**config.mk**
```make
export PLATFORM = sky130hd
export DESIGN_NAME = sparc_exu_ecl_llscbd
export DESIGN_NICKNAME = d
export VERILOG_FILES = /design/src/rtl/sparc_exu_ecl_llscbd.sv
export SDC_FILE = /design/constraint.sdc
export NUM_CORES = 1
export LEC_CHECK = 0
export CORE_MARGIN = 1
export CORE_UTILIZATION = 45
export DETAILED_ROUTE_END_ITERATION = 16
export GPL_TIMING_DRIVEN = 0
export PLACE_DENSITY = 0.75
export SLEW_MARGIN = 20
export SYNTH_ARGS = -nofsm -noshare
export SYNTH_HDL_FRONTEND = slang
export SYNTH_SLANG_ARGS = --single-unit
```
**constraint.sdc**
```tcl
create_clock -name rclk -period 6.61 [get_ports rclk]
set_input_delay 1.322 -clock rclk [delete_from_list [all_inputs] [get_ports rclk]]
set_output_delay 1.322 -clock rclk [all_outputs]
set_load 0.005 [all_outputs]
```
**src/rtl/sparc_exu_ecl_llscbd.sv**
```systemverilog
// ---------------------------------------------------------------------------
// sparc_exu_ecl_llscbd
//
// Long-latency result scoreboard for the EXU execution control logic.
// Holds up to NUM_ENT outstanding long-latency destinations (load misses,
// divides), each tagged with its thread. Issuing instructions compare their
// source registers against every pending entry and stall on a hit. When a
// result returns, the entry's rd/tid is read out for the writeback address
// and the entry is freed.
//
// Ports:
//   rclk, reset          clock, synchronous active-high reset
//   alloc_vld/tid/rd     allocate an entry for a long-latency op
//   alloc_tag            lowest free entry index (from current state)
//   full                 every entry valid
//   ret_vld/ret_tag      result return, frees entry ret_tag
//   ret_rd/ret_tid       rd/tid held in entry ret_tag (combinational read)
//   flush_vld/flush_tid  kill all pending entries of one thread
//   chk_tid, chk_rs1..3, chk_rs1..3_vld
//                        sources of the instruction being checked
//   stall                a used source hits a pending entry
//   occ_cnt              number of valid entries (registered)
//   err                  one-cycle protocol error pulse (registered)
// ---------------------------------------------------------------------------
module sparc_exu_ecl_llscbd #(
  parameter int NUM_ENT = 4,
  parameter int TAG_W   = 2
) (
  input  logic             rclk,
  input  logic             reset,
  input  logic             alloc_vld,
  input  logic [1:0]       alloc_tid,
  input  logic [6:0]       alloc_rd,
  output logic [TAG_W-1:0] alloc_tag,
  output logic             full,
  input  logic             ret_vld,
  input  logic [TAG_W-1:0] ret_tag,
  output logic [6:0]       ret_rd,
  output logic [1:0]       ret_tid,
  input  logic             flush_vld,
  input  logic [1:0]       flush_tid,
  input  logic [1:0]       chk_tid,
  input  logic [6:0]       chk_rs1,
  input  logic [6:0]       chk_rs2,
  input  logic [6:0]       chk_rs3,
  input  logic             chk_rs1_vld,
  input  logic             chk_rs2_vld,
  input  logic             chk_rs3_vld,
  output logic             stall,
  output logic [TAG_W:0]   occ_cnt,
  output logic             err
);

  // Entry state
  logic [NUM_ENT-1:0] vld_q;
  logic [NUM_ENT-1:0] vld_nxt;
  logic [1:0]         tid_q [NUM_ENT];
  logic [6:0]         rd_q  [NUM_ENT];

  // Per-entry event decodes
  logic [NUM_ENT-1:0] ret_hit;
  logic [NUM_ENT-1:0] flush_hit;

  logic alloc_flush_drop;
  logic alloc_ok;
  logic err_nxt;

  // 7-bit register equality: XOR then NOR-reduce.
  function automatic logic reg_eq(input logic [6:0] a, input logic [6:0] b);
    return ~|(a ^ b);
  endfunction

  function automatic logic [TAG_W:0] popcount(input logic [NUM_ENT-1:0] v);
    logic [TAG_W:0] cnt;
    cnt = '0;
    for (int i = 0; i < NUM_ENT; i++) cnt = cnt + (TAG_W+1)'(v[i]);
    return cnt;
  endfunction

  // Lowest-index free entry; scanning downward leaves the lowest one last.
  // NOTE: every signal assigned in an always_comb gets a default first so
  // no path through the block leaves it unassigned (which would infer a latch).
  always_comb begin
    alloc_tag = '0;
    for (int e = NUM_ENT - 1; e >= 0; e--) begin
      if (!vld_q[e]) alloc_tag = TAG_W'(e);
    end
  end

  assign full = &vld_q;

  // An alloc for the thread being flushed belongs to a killed instruction
  // stream, so it is dropped quietly even if the scoreboard is full.
  assign alloc_flush_drop = flush_vld & (alloc_tid == flush_tid);
  assign alloc_ok         = alloc_vld & ~full & ~alloc_flush_drop;

  always_comb begin
    ret_hit   = '0;
    flush_hit = '0;
    vld_nxt   = '0;
    for (int e = 0; e < NUM_ENT; e++) begin
      ret_hit[e]   = ret_vld & (ret_tag == TAG_W'(e));
      flush_hit[e] = flush_vld & (tid_q[e] == flush_tid);
      // alloc_tag always points at an entry that is currently free, so the
      // freshly returned entry is never re-used in the same cycle.
      vld_nxt[e]   = (vld_q[e] & ~ret_hit[e] & ~flush_hit[e])
                   | (alloc_ok & (alloc_tag == TAG_W'(e)));
    end
  end

  assign err_nxt = (alloc_vld & full & ~alloc_flush_drop)
                 | (ret_vld & ~vld_q[ret_tag] & ~flush_hit[ret_tag]);

  // Writeback address for the returning result.
  assign ret_rd  = rd_q[ret_tag];
  assign ret_tid = tid_q[ret_tag];

  // Dependency check. The returning entry is excluded because its result is
  // on the bypass path this cycle; %g0 never creates a dependency.
  always_comb begin
    stall = 1'b0;
    for (int e = 0; e < NUM_ENT; e++) begin
      if (vld_q[e] && !ret_hit[e] && (tid_q[e] == chk_tid)) begin
        if (chk_rs1_vld && (chk_rs1 != 7'd0) && reg_eq(rd_q[e], chk_rs1)) stall = 1'b1;
        if (chk_rs2_vld && (chk_rs2 != 7'd0) && reg_eq(rd_q[e], chk_rs2)) stall = 1'b1;
        if (chk_rs3_vld && (chk_rs3 != 7'd0) && reg_eq(rd_q[e], chk_rs3)) stall = 1'b1;
      end
    end
  end

  // NOTE: sequential state is updated with non-blocking assignments so every
  // register samples pre-edge values regardless of statement order.
  always_ff @(posedge rclk) begin
    if (reset) begin
      vld_q   <= '0;
      occ_cnt <= '0;
      err     <= 1'b0;
    end else begin
      vld_q   <= vld_nxt;
      occ_cnt <= popcount(vld_nxt);
      err     <= err_nxt;
    end
  end

  // NOTE: the rd/tid payload is deliberately not reset; it is only ever
  // observed qualified by vld, so reset logic on it would buy nothing.
  always_ff @(posedge rclk) begin
    if (alloc_ok && !reset) begin
      tid_q[alloc_tag] <= alloc_tid;
      rd_q[alloc_tag]  <= alloc_rd;
    end
  end

endmodule
```
==> impl_metrics.toml, run 1 <==
[synth]
synth-edff-count = 36
synthFlopType = "edfxtp_1"
ys.warnings.count = 0
syn_avg_cell_area_um2 = 10.99
synthArstFlopShare_pct = 0
ys_seq_elements = 44
syn_area_um2 = 3055
yosysUniqueCellTypes = 33
syn_inst = 278
ys_seq_area_share_pct = 40.62
syn_nets = 325

[placement]
place.gp.congestion = 0.8699
dp_hpwl_mm = 6.065
place_inst = 393
io_buffers = 36
place_area_um2 = 3537

[worst_setup_path]
cp.arrival_ps = 3460
r2r-start = "tid_q[3][1]$_DFFE_PP_"
rrSetupSlack_ps = 4310
reg2reg_depth = 7
r2r-end = "occ_cnt[1]$_SDFF_PP0_"
end_kind = "output pin"
path_max_fanout = 6
crit_required_ps = 5290
start_kind = "input pin"
worstSetupPathType = "input pin to output pin"

[die]
start_util_pct = 47.31
die_area_um2 = 7123
dieWidth_um = 84.40
core_um2 = 6459
dieHeight_um = 84.40
rows = 29
io_pins = 61

[pwr]
p_leak_nw = 1.177
finalPower_uw = 639.9
vdd_drop_max_mv = 0.1219
power_density_nw_per_um2 = 175.4

[routing]
detail_route.first_pass.iterations = 10
num_vias = 2325
wl_per_cell_um = 19.63
route.detailed.drc = 4
detail-route-antenna-nets = 0
wl_mm = 7.873
drt_first_iter_violations = 204
vias_per_cell = 5.798

[global_routing]
grt_pass1_vias = 2296
grt_pass1_wl_mm = 12.46
grt_overflow = 0
track_usage_pct = 23.46
grt_max_degree = 15
antenna_found_initial = 0

[final_layout]
final_cells = 401
regArea_um2 = 1241
multi_input_area_um2 = 1705
fillCellCount = 581
post-route-util_pct = 56.49
post_route_cells_drive_above_1_share_pct = 9.259
area_growth_pct = 19.41
fin_nets = 370
diodes = 0
fin_area_um2 = 3649

[min_path]
min_path_cells = 2
worstHoldStart = "vld_q[3]$_SDFF_PP0_"
min_path_type = "register to register"
min_to = "err$_SDFF_PP0_"

[cts]
numCtsBuffers = 5
root_buffer = "clkbuf_8"
post-cts-setup-buffers = 0
h-tree-depth = 2
clk_path_buf_depth = 2
ctsResizeCount = 0
postCtsHoldBufs = 0
insertion_delay_ps = 300
numClockSinks = 44
tritoncts = "yes"
clk_pin_slew_ps = 80

[timing]
report.final.slew_viol_count = 0
tightest_slew_ps = 1078
fmax_mhz = 209.0
tns_ps = 0
fin_crit_sh_pct = 72.40
setup_violations = 0
fin_skew_ps = 4.286
hold_viol = 0
rsz0062_at_grt = "false"
slew_headroom_pct = 27.87
finalWorstPathRequiredPeriod_ps = 4786

[job]
drv_cap = 0

[outcome]
violations = "design-rule violations"
status = "finished with violations"
==> layout by cell type (no fill, tap or decap), drive strengths merged, types with 3 or more instances in the layout <==
cell and instances:
nand2 7, nor4 15, nand4 14, nand2b 3, nor3 6, dfxtp 8, nor2 5, clkbuf 24
o22ai 7, clkdlybuf4s50 36, mux4 9, xnor2 50, edfxtp 36, nor2b 8, buf 11, nand3 6
or3 3, xor2 52, o211ai 3
==> state kept, by name (all words and copies together) (netlist names) <==
signal and cells:
occ_cnt 3, vld_q 4, err 1, tid_q 8, rd_q 28
==> area by class of cell <==
type | instances | area share (%)
multi-input cells | 206 | 46.74
flip-flops and latches | 44 | 34.02
repair buffers | 38 | 10.29
plain buffers | 28 | 3.258
well taps | 77 | 2.641
clock buffers | 5 | 1.886
clock inverters | 3 | 1.166
==> worst max path at each step <==
stage                     startpoint    end  slack (ps)
final                     ret_tag[1]  stall        1820
after global routing      ret_tag[1]  stall        1760
after CTS                 ret_tag[1]  stall        1880
after detailed placement  ret_tag[1]  stall        1880
after global placement    ret_tag[1]  stall        1900
after floorplan           chk_rs1[5]  stall        2940
==> synth_stat cells (all sizes together) (3+ instances only) <==
library cell	count	area, um2
nor3	6	30.03
nor4	15	93.84
xnor2	50	437.9
dfxtp	8	160.2
nand4	14	87.58
xor2	52	455.4
o211ai	3	22.52
or3	3	23.77
nor2	5	18.77
buf	9	47.54
nand2	7	26.28
nand3	6	30.03
edfxtp	36	1081
nand2b	3	18.77
nor2b	8	50.05
clkbuf	19	71.32
o22ai	7	43.79
mux4	9	202.7
==> metal layers <==
metal / vias up / track usage [%] / share of wire (%)
li1: 1083 / - / -
met3: 9 / 3.147 / 7.5
met1: 1128 / 34.05 / 44
met2: 105 / 36.96 / 47
met4: 0 / 6.934 / 1.2
met5: - / 0 / 0
==> where the power goes <==
part	switching, mW	internal, mW
logic	0.0573	0.0613
clock network	0.0939	0.112
registers	0.00873	0.307
==> cell families after synthesis <==
family	share of synthesized area (%)
adders and majority gates	1.474
xor gates and xnor gates	29.24
AOI/OAI and AO/OA	4.546
buffers and inverters	3.890
muxes	6.634
DFF	40.62
and+or+nand+nor	13.60
==> stage by stage <==
step / hold WS, ps / setup slack [ps]
after global routing: 623.9 / 1761
after detailed placement: 569.2 / 1884
after floorplan: 522.1 / 2941
after global placement: 572.3 / 1900
after CTS: 584.5 / 1877
final: 589.5 / 1824
==> worst max-delay path: stages <==
cell and delay, ps:
clkdlybuf4s50_1 570, nand2b_1 130, o21ai_1 70, or3_4 430, o22ai_1 130, o211ai_1 180
nand3_1 120, clkdlybuf4s50_1 500
(Power assumes the default switching activity.)
==> inputs of run 2 (changes only) <==
--- a/config.mk
+++ b/config.mk
@@ -9,7 +9,7 @@
 export CORE_UTILIZATION = 45
 export DETAILED_ROUTE_END_ITERATION = 16
 export GPL_TIMING_DRIVEN = 0
-export PLACE_DENSITY = 0.75
+export PLACE_DENSITY = 0.78
 export SLEW_MARGIN = 20
 export SYNTH_ARGS = -nofsm -noshare
 export SYNTH_HDL_FRONTEND = slang
==> constraint.sdc (replaced) <==
create_clock -name rclk -period 3.8 [get_ports rclk]
set_input_delay 0.76 -clock rclk [delete_from_list [all_inputs] [get_ports rclk]]
set_output_delay 0.76 -clock rclk [all_outputs]
set_load 0.005 [all_outputs]
==> run 2 against run 1 <==
Net effect:
- the flow still finishes with violations (design-rule violations)
- setup slack got worse by 1700 ps
- clock power rose by 42%
- clock skew rose by 2.5 ps
- final area fell by 0.65%
- total power rose by 63%
- hold slack improved by 6.4 ps
- sequential share of layout area rose by 0.22 points
- cell count did not move
- global-route usage barely moved
- sequential power rose by 73%
- routed wire length rose by 1.1%
- largest cell class unchanged
- highest routed layer unchanged
==> impl_metrics.toml, run 2 (synthesis gave the netlist of run 1 again) <==
[worst_setup_path]
rrSetupSlack_ps = 1530
start_kind = "input pin"
crit_required_ps = 3040
r2r-start = "tid_q[3][1]$_DFFE_PP_"
crit_chain = "clkdlybuf4s50_1 > nand2_1 > o21ai_1 > or3_1 > o22ai_1 > o211ai_1 > nand3_1 > clkdlybuf4s50_1"
worstSetupPathType = "input pin to output pin"
end_kind = "output pin"
cp-endpoint = "stall"
r2r-end = "occ_cnt[1]$_SDFF_PP0_"
cp_common_cell = "clkdlybuf4s50_1"
path_max_fanout = 6
cpMaxStageDelayCell = "clkdlybuf4s50_1"
reg2reg_depth = 7
cp.arrival_ps = 2900
max_stage_delay_ps = 500
worstSetupStartpoint = "ret_tag[1]"

[pwr]
p_leak_nw = 1.161
p_sw_uw = 278.7
power_switching_share_pct = 26.65
power_density_nw_per_um2 = 288.5
vdd_drop_max_mv = 0.2263
power.internal_uw = 766.9
power_frac_clock_pct = 28.0
p_comb_share_pct = 19.6
seq_power_share_pct = 52.4

[cts]
tritoncts = "yes"
h-tree-depth = 2
numClockSinks = 44
post-cts-setup-buffers = 0
postCtsHoldBufs = 0
numCtsBuffers = 5
insertion_delay_ps = 300
clk_path_buf_depth = 2
root_buffer = "clkbuf_8"
clk_pin_slew_ps = 80
ctsResizeCount = 0

[final_layout]
top_regs = "rd_q: 28 flops, tid_q: 8 flops, vld_q: 4 flops"
area_growth_pct = 18.63
top_register = "rd_q"
fillCellCount = 576
mostFrequentLayoutCells = "52 x xor2_1, 50 x xnor2_1, 36 x clkdlybuf4s50_1, 36 x edfxtp_1, 19 x clkbuf_1"
diodes = 0
post-route-util_pct = 56.12
fin_area_um2 = 3625
fin_nets = 370
final_common_cell = "xor2_1"
largest_reg_flops = 28
post_route_cells_drive_above_1_share_pct = 8.951

[placement]
dp_hpwl_mm = 6.146
place_area_um2 = 3537
io_buffers = 36
place.gp.congestion = 0.9344

[routing]
vias_per_cell = 5.923
drt_first_iter_violations = 226
wl_mm = 7.958
detail_route.first_pass.iterations = 10
detail-route-antenna-nets = 0
route.detailed.drc = 6
num_vias = 2375
wl_per_cell_um = 19.85

[timing]
fin_skew_ps = 6.822
report.final.slew_viol_count = 0
fin_crit_sh_pct = 96.28
tns_ps = 0
fmax_mhz = 273.3
finalWorstPathRequiredPeriod_ps = 3659
rsz0062_at_grt = "false"
hold_viol = 0
hold_ws_ps = 595.9
setup_violations = 0
tightest_slew_ps = 1026
slew_headroom_pct = 31.33

[global_routing]
track_usage_pct = 23.42
antenna_found_initial = 0
grt_pass1_vias = 2427
grt_max_degree = 15
grt_overflow = 0
grt_pass1_wl_mm = 12.48

[die]
die_area_um2 = 7123
core_um2 = 6459
start_util_pct = 47.31
dieHeight_um = 84.40
dieWidth_um = 84.40
io_pins = 61
rows = 29

[outcome]
violations = "design-rule violations"
status = "finished with violations"

[min_path]
min_path_type = "register to register"

[job]
drv_cap = 0
## run 2: cell count changes in the layout (fill, tap and decap cells not counted), sizes merged
cell	change
bufinv	-1
clkinvlp	+1
## run 2: power groups by stage
stage          Clock, mW  Combinational (mW)  Sequential, mW
6_report           0.292               0.205           0.548
3_5_place_dp           0               0.202           0.559
2_1_floorplan          0               0.126           0.556
5_1_grt            0.317               0.221           0.550
4_1_cts            0.296               0.204           0.548
3_3_place_gp           0               0.196           0.559
## run 2: worst min path at each step
stage	start	endpoint	slack [ps]	cells past startpoint
5_1_grt	vld_q[3]$_SDFF_PP0_	err$_SDFF_PP0_	630	2
3_3_place_gp	vld_q[3]$_SDFF_PP0_	err$_SDFF_PP0_	560	2
2_1_floorplan	vld_q[3]$_SDFF_PP0_	err$_SDFF_PP0_	520	2
6_report	vld_q[3]$_SDFF_PP0_	err$_SDFF_PP0_	600	2
3_5_place_dp	vld_q[3]$_SDFF_PP0_	err$_SDFF_PP0_	580	2
4_1_cts	vld_q[3]$_SDFF_PP0_	err$_SDFF_PP0_	590	2
## run 2: final cells by class
class                      instances  area, um2  area share (%)
buffer                            28      118.9           3.279
clock buffer                       5      68.82           1.899
clock inverter                     3      18.77          0.5178
multi-input combinational        206       1705           47.05
sequential                        44       1241           34.24
tap                               77      96.34           2.658
timing repair buffer              38      375.4           10.36
## run 2: metrics by stage
step | cells | total power [mW] | worst slack [ps]
after floorplan | 278 | 0.6812 | 1079
after global placement | 391 | 0.7546 | 185.9
after detailed placement | 393 | 0.7615 | 151.1
after CTS | 401 | 1.049 | 136.9
after global routing | 401 | 1.088 | 10.32
final | 401 | 1.046 | 141.5
## run 2: layer usage
metal  share of wire [%]  vias up  GRT usage (%)
met5                   0        -              0
met4                 3.4        0          11.25
met3                 9.5       21          3.933
met2                  47      119          38.75
met1                  40     1145          30.06
li1                    -     1090              -
## run 2: worst max-delay path: cells and delay by family
kind	cells	cell delay (ps)
compound gates	3	450
buf+inv	2	1000
simple gates	3	680
==> inputs of run 3 (changes only) <==
--- a/config.mk
+++ b/config.mk
@@ -7,9 +7,10 @@
 export LEC_CHECK = 0
 export CORE_MARGIN = 1
 export CORE_UTILIZATION = 45
+export CTS_BUF_LIST = sky130_fd_sc_hd__clkbuf_4
 export DETAILED_ROUTE_END_ITERATION = 16
 export GPL_TIMING_DRIVEN = 0
-export PLACE_DENSITY = 0.78
+export PLACE_DENSITY = 0.72
 export SLEW_MARGIN = 20
 export SYNTH_ARGS = -nofsm -noshare
 export SYNTH_HDL_FRONTEND = slang
==> run 3 against run 2 <==
Net effect:
- the run still ends with design-rule violations left
- sequential share of layout area shrank 0.44 points
- utilization grew 0.74 points
- combinational power is essentially flat
- critical path depth is the same
- clock skew grew 8.1 ps
- clock power grew 47%
- non-clock buffer count is the same
- first-iteration DRC count shrank 31%
- die area is the same
- final area grew 1.3%
- fmax grew 0.32%
- critical path type unchanged
- critical endpoint unchanged
==> impl_metrics.toml, run 3 (synthesis gave the netlist of run 1 again) <==
[outcome]
violations = "design-rule violations"
status = "finished with violations"

[die]
die_area_um2 = 7123
rows = 29
io_pins = 61
start_util_pct = 47.31
dieHeight_um = 84.40
core_um2 = 6459
dieWidth_um = 84.40

[global_routing]
track_usage_pct = 23.95
grt_overflow = 0
antenna_found_initial = 0
grt_max_degree = 15
grt_pass1_vias = 2499
grt_pass1_wl_mm = 12.75

[final_layout]
area_growth_pct = 20.19
largest_reg_flops = 28
top_regs = "rd_q: 28 flops, tid_q: 8 flops, vld_q: 4 flops"
final_cells = 401
final_common_cell = "xor2_1"
mostFrequentLayoutCells = "52 x xor2_1, 50 x xnor2_1, 36 x clkdlybuf4s50_1, 36 x edfxtp_1, 19 x clkbuf_1"
diodes = 0
post_route_cells_drive_above_1_share_pct = 9.259
top_register = "rd_q"
fin_nets = 370

[routing]
wl_per_cell_um = 20.27
detail_route.first_pass.iterations = 10
detail-route-antenna-nets = 0
route.detailed.drc = 6
wl_mm = 8.127
vias_per_cell = 5.895
drt_first_iter_violations = 156
num_vias = 2364

[timing]
tightest_slew_ps = 1045
fin_skew_ps = 14.89
finalWorstPathRequiredPeriod_ps = 3647
fin_crit_sh_pct = 95.97
tns_ps = 0
setup_violations = 0
hold_ws_ps = 621.4
report.final.slew_viol_count = 0
slew_headroom_pct = 30.09
fmax_mhz = 274.2
rsz0062_at_grt = "false"
hold_viol = 0

[placement]
place_inst = 393
io_buffers = 36
dp_hpwl_mm = 6.304
place.gp.congestion = 0.9276

[worst_setup_path]
crit_chain = "clkdlybuf4s50_1 > nand2b_1 > o21ai_1 > or3_4 > o22ai_1 > o211ai_1 > nand3_1 > clkdlybuf4s50_1"
critical_path_buf_inv_count = 2
start_kind = "input pin"
cp.arrival_ps = 2890
path_max_fanout = 6
cp_top_family = "buffers and inverters"
end_kind = "output pin"
cp_common_cell = "clkdlybuf4s50_1"
max_stage_delay_ps = 560
cpMaxStageDelayCell = "clkdlybuf4s50_1"
worstSetupPathType = "input pin to output pin"
crit_required_ps = 3040

[cts]
ctsResizeCount = 0
clk_pin_slew_ps = 140
h-tree-depth = 2
post-cts-setup-buffers = 0
clk_path_buf_depth = 2
insertion_delay_ps = 370
root_buffer = "clkbuf_4"
tritoncts = "yes"
numCtsBuffers = 5
numClockSinks = 44
postCtsHoldBufs = 0

[job]
drv_cap = 0

[pwr]
p_comb_share_pct = 17.4
p_sw_uw = 273.5
vdd_drop_max_mv = 0.2052
power.internal_uw = 911.7
power_frac_clock_pct = 36.2
p_leak_nw = 1.190
power_density_nw_per_um2 = 322.7
power_switching_share_pct = 23.07
seq_power_share_pct = 46.4

[min_path]
min_path_type = "register to register"
==> run 3: area by class of cell <==
cell class,count,area [um2]
clock inverter,3,90.09
sequential,44,1241
timing repair buffer,38,382.9
fill,559,2786
buffer,28,118.9
tap,77,96.34
multi-input combinational,206,1705
clock buffer,5,37.54
==> run 3: worst paths after layout <==
kind                                               to  slack [ps]  depth (start not counted)                  start
worst max register to register  occ_cnt[1]$_SDFF_PP0_        1490                          7  tid_q[3][0]$_DFFE_PP_
worst min register to register         err$_SDFF_PP0_         620                          2    vld_q[3]$_SDFF_PP0_
worst max-delay path                            stall         150                          8             ret_tag[1]
worst min-delay path                   err$_SDFF_PP0_         620                          2    vld_q[3]$_SDFF_PP0_
==> run 3: power by group through the flow <==
stage | registers (mW) | clock network (mW) | logic [mW]
after floorplan | 0.556 | 0 | 0.126
after global placement | 0.559 | 0 | 0.197
after global routing | 0.551 | 0.450 | 0.222
final | 0.550 | 0.429 | 0.206
after CTS | 0.549 | 0.435 | 0.206
after detailed placement | 0.560 | 0 | 0.204
==> run 3: tightest hold or removal path: stages (launching register included) <==
cell and delay [ps]:
dfxtp_1 400, nand3_1 120, a21oi_1 70
==> run 3: metrics by stage <==
step                      utilization (%)  instance area [um2]  power [mW]  worst slack, ps
after floorplan                         -                 3055      0.6812             1079
final                               56.86                 3672       1.185            153.1
after global placement              54.38                 3512      0.7561            200.2
after CTS                           56.86                 3672       1.190            170.1
after detailed placement            54.88                 3545      0.7642            178.2
after global routing                56.86                 3672       1.223            55.86
==> run 3: metal layers <==
layer | wire (um) | up-vias | track usage [%]
met5 | 0 | - | 0
met4 | 225 | 0 | 12.48
met3 | 763 | 19 | 3.736
met2 | 3863 | 121 | 38.52
met1 | 3274 | 1138 | 31.48
li1 | - | 1086 | -
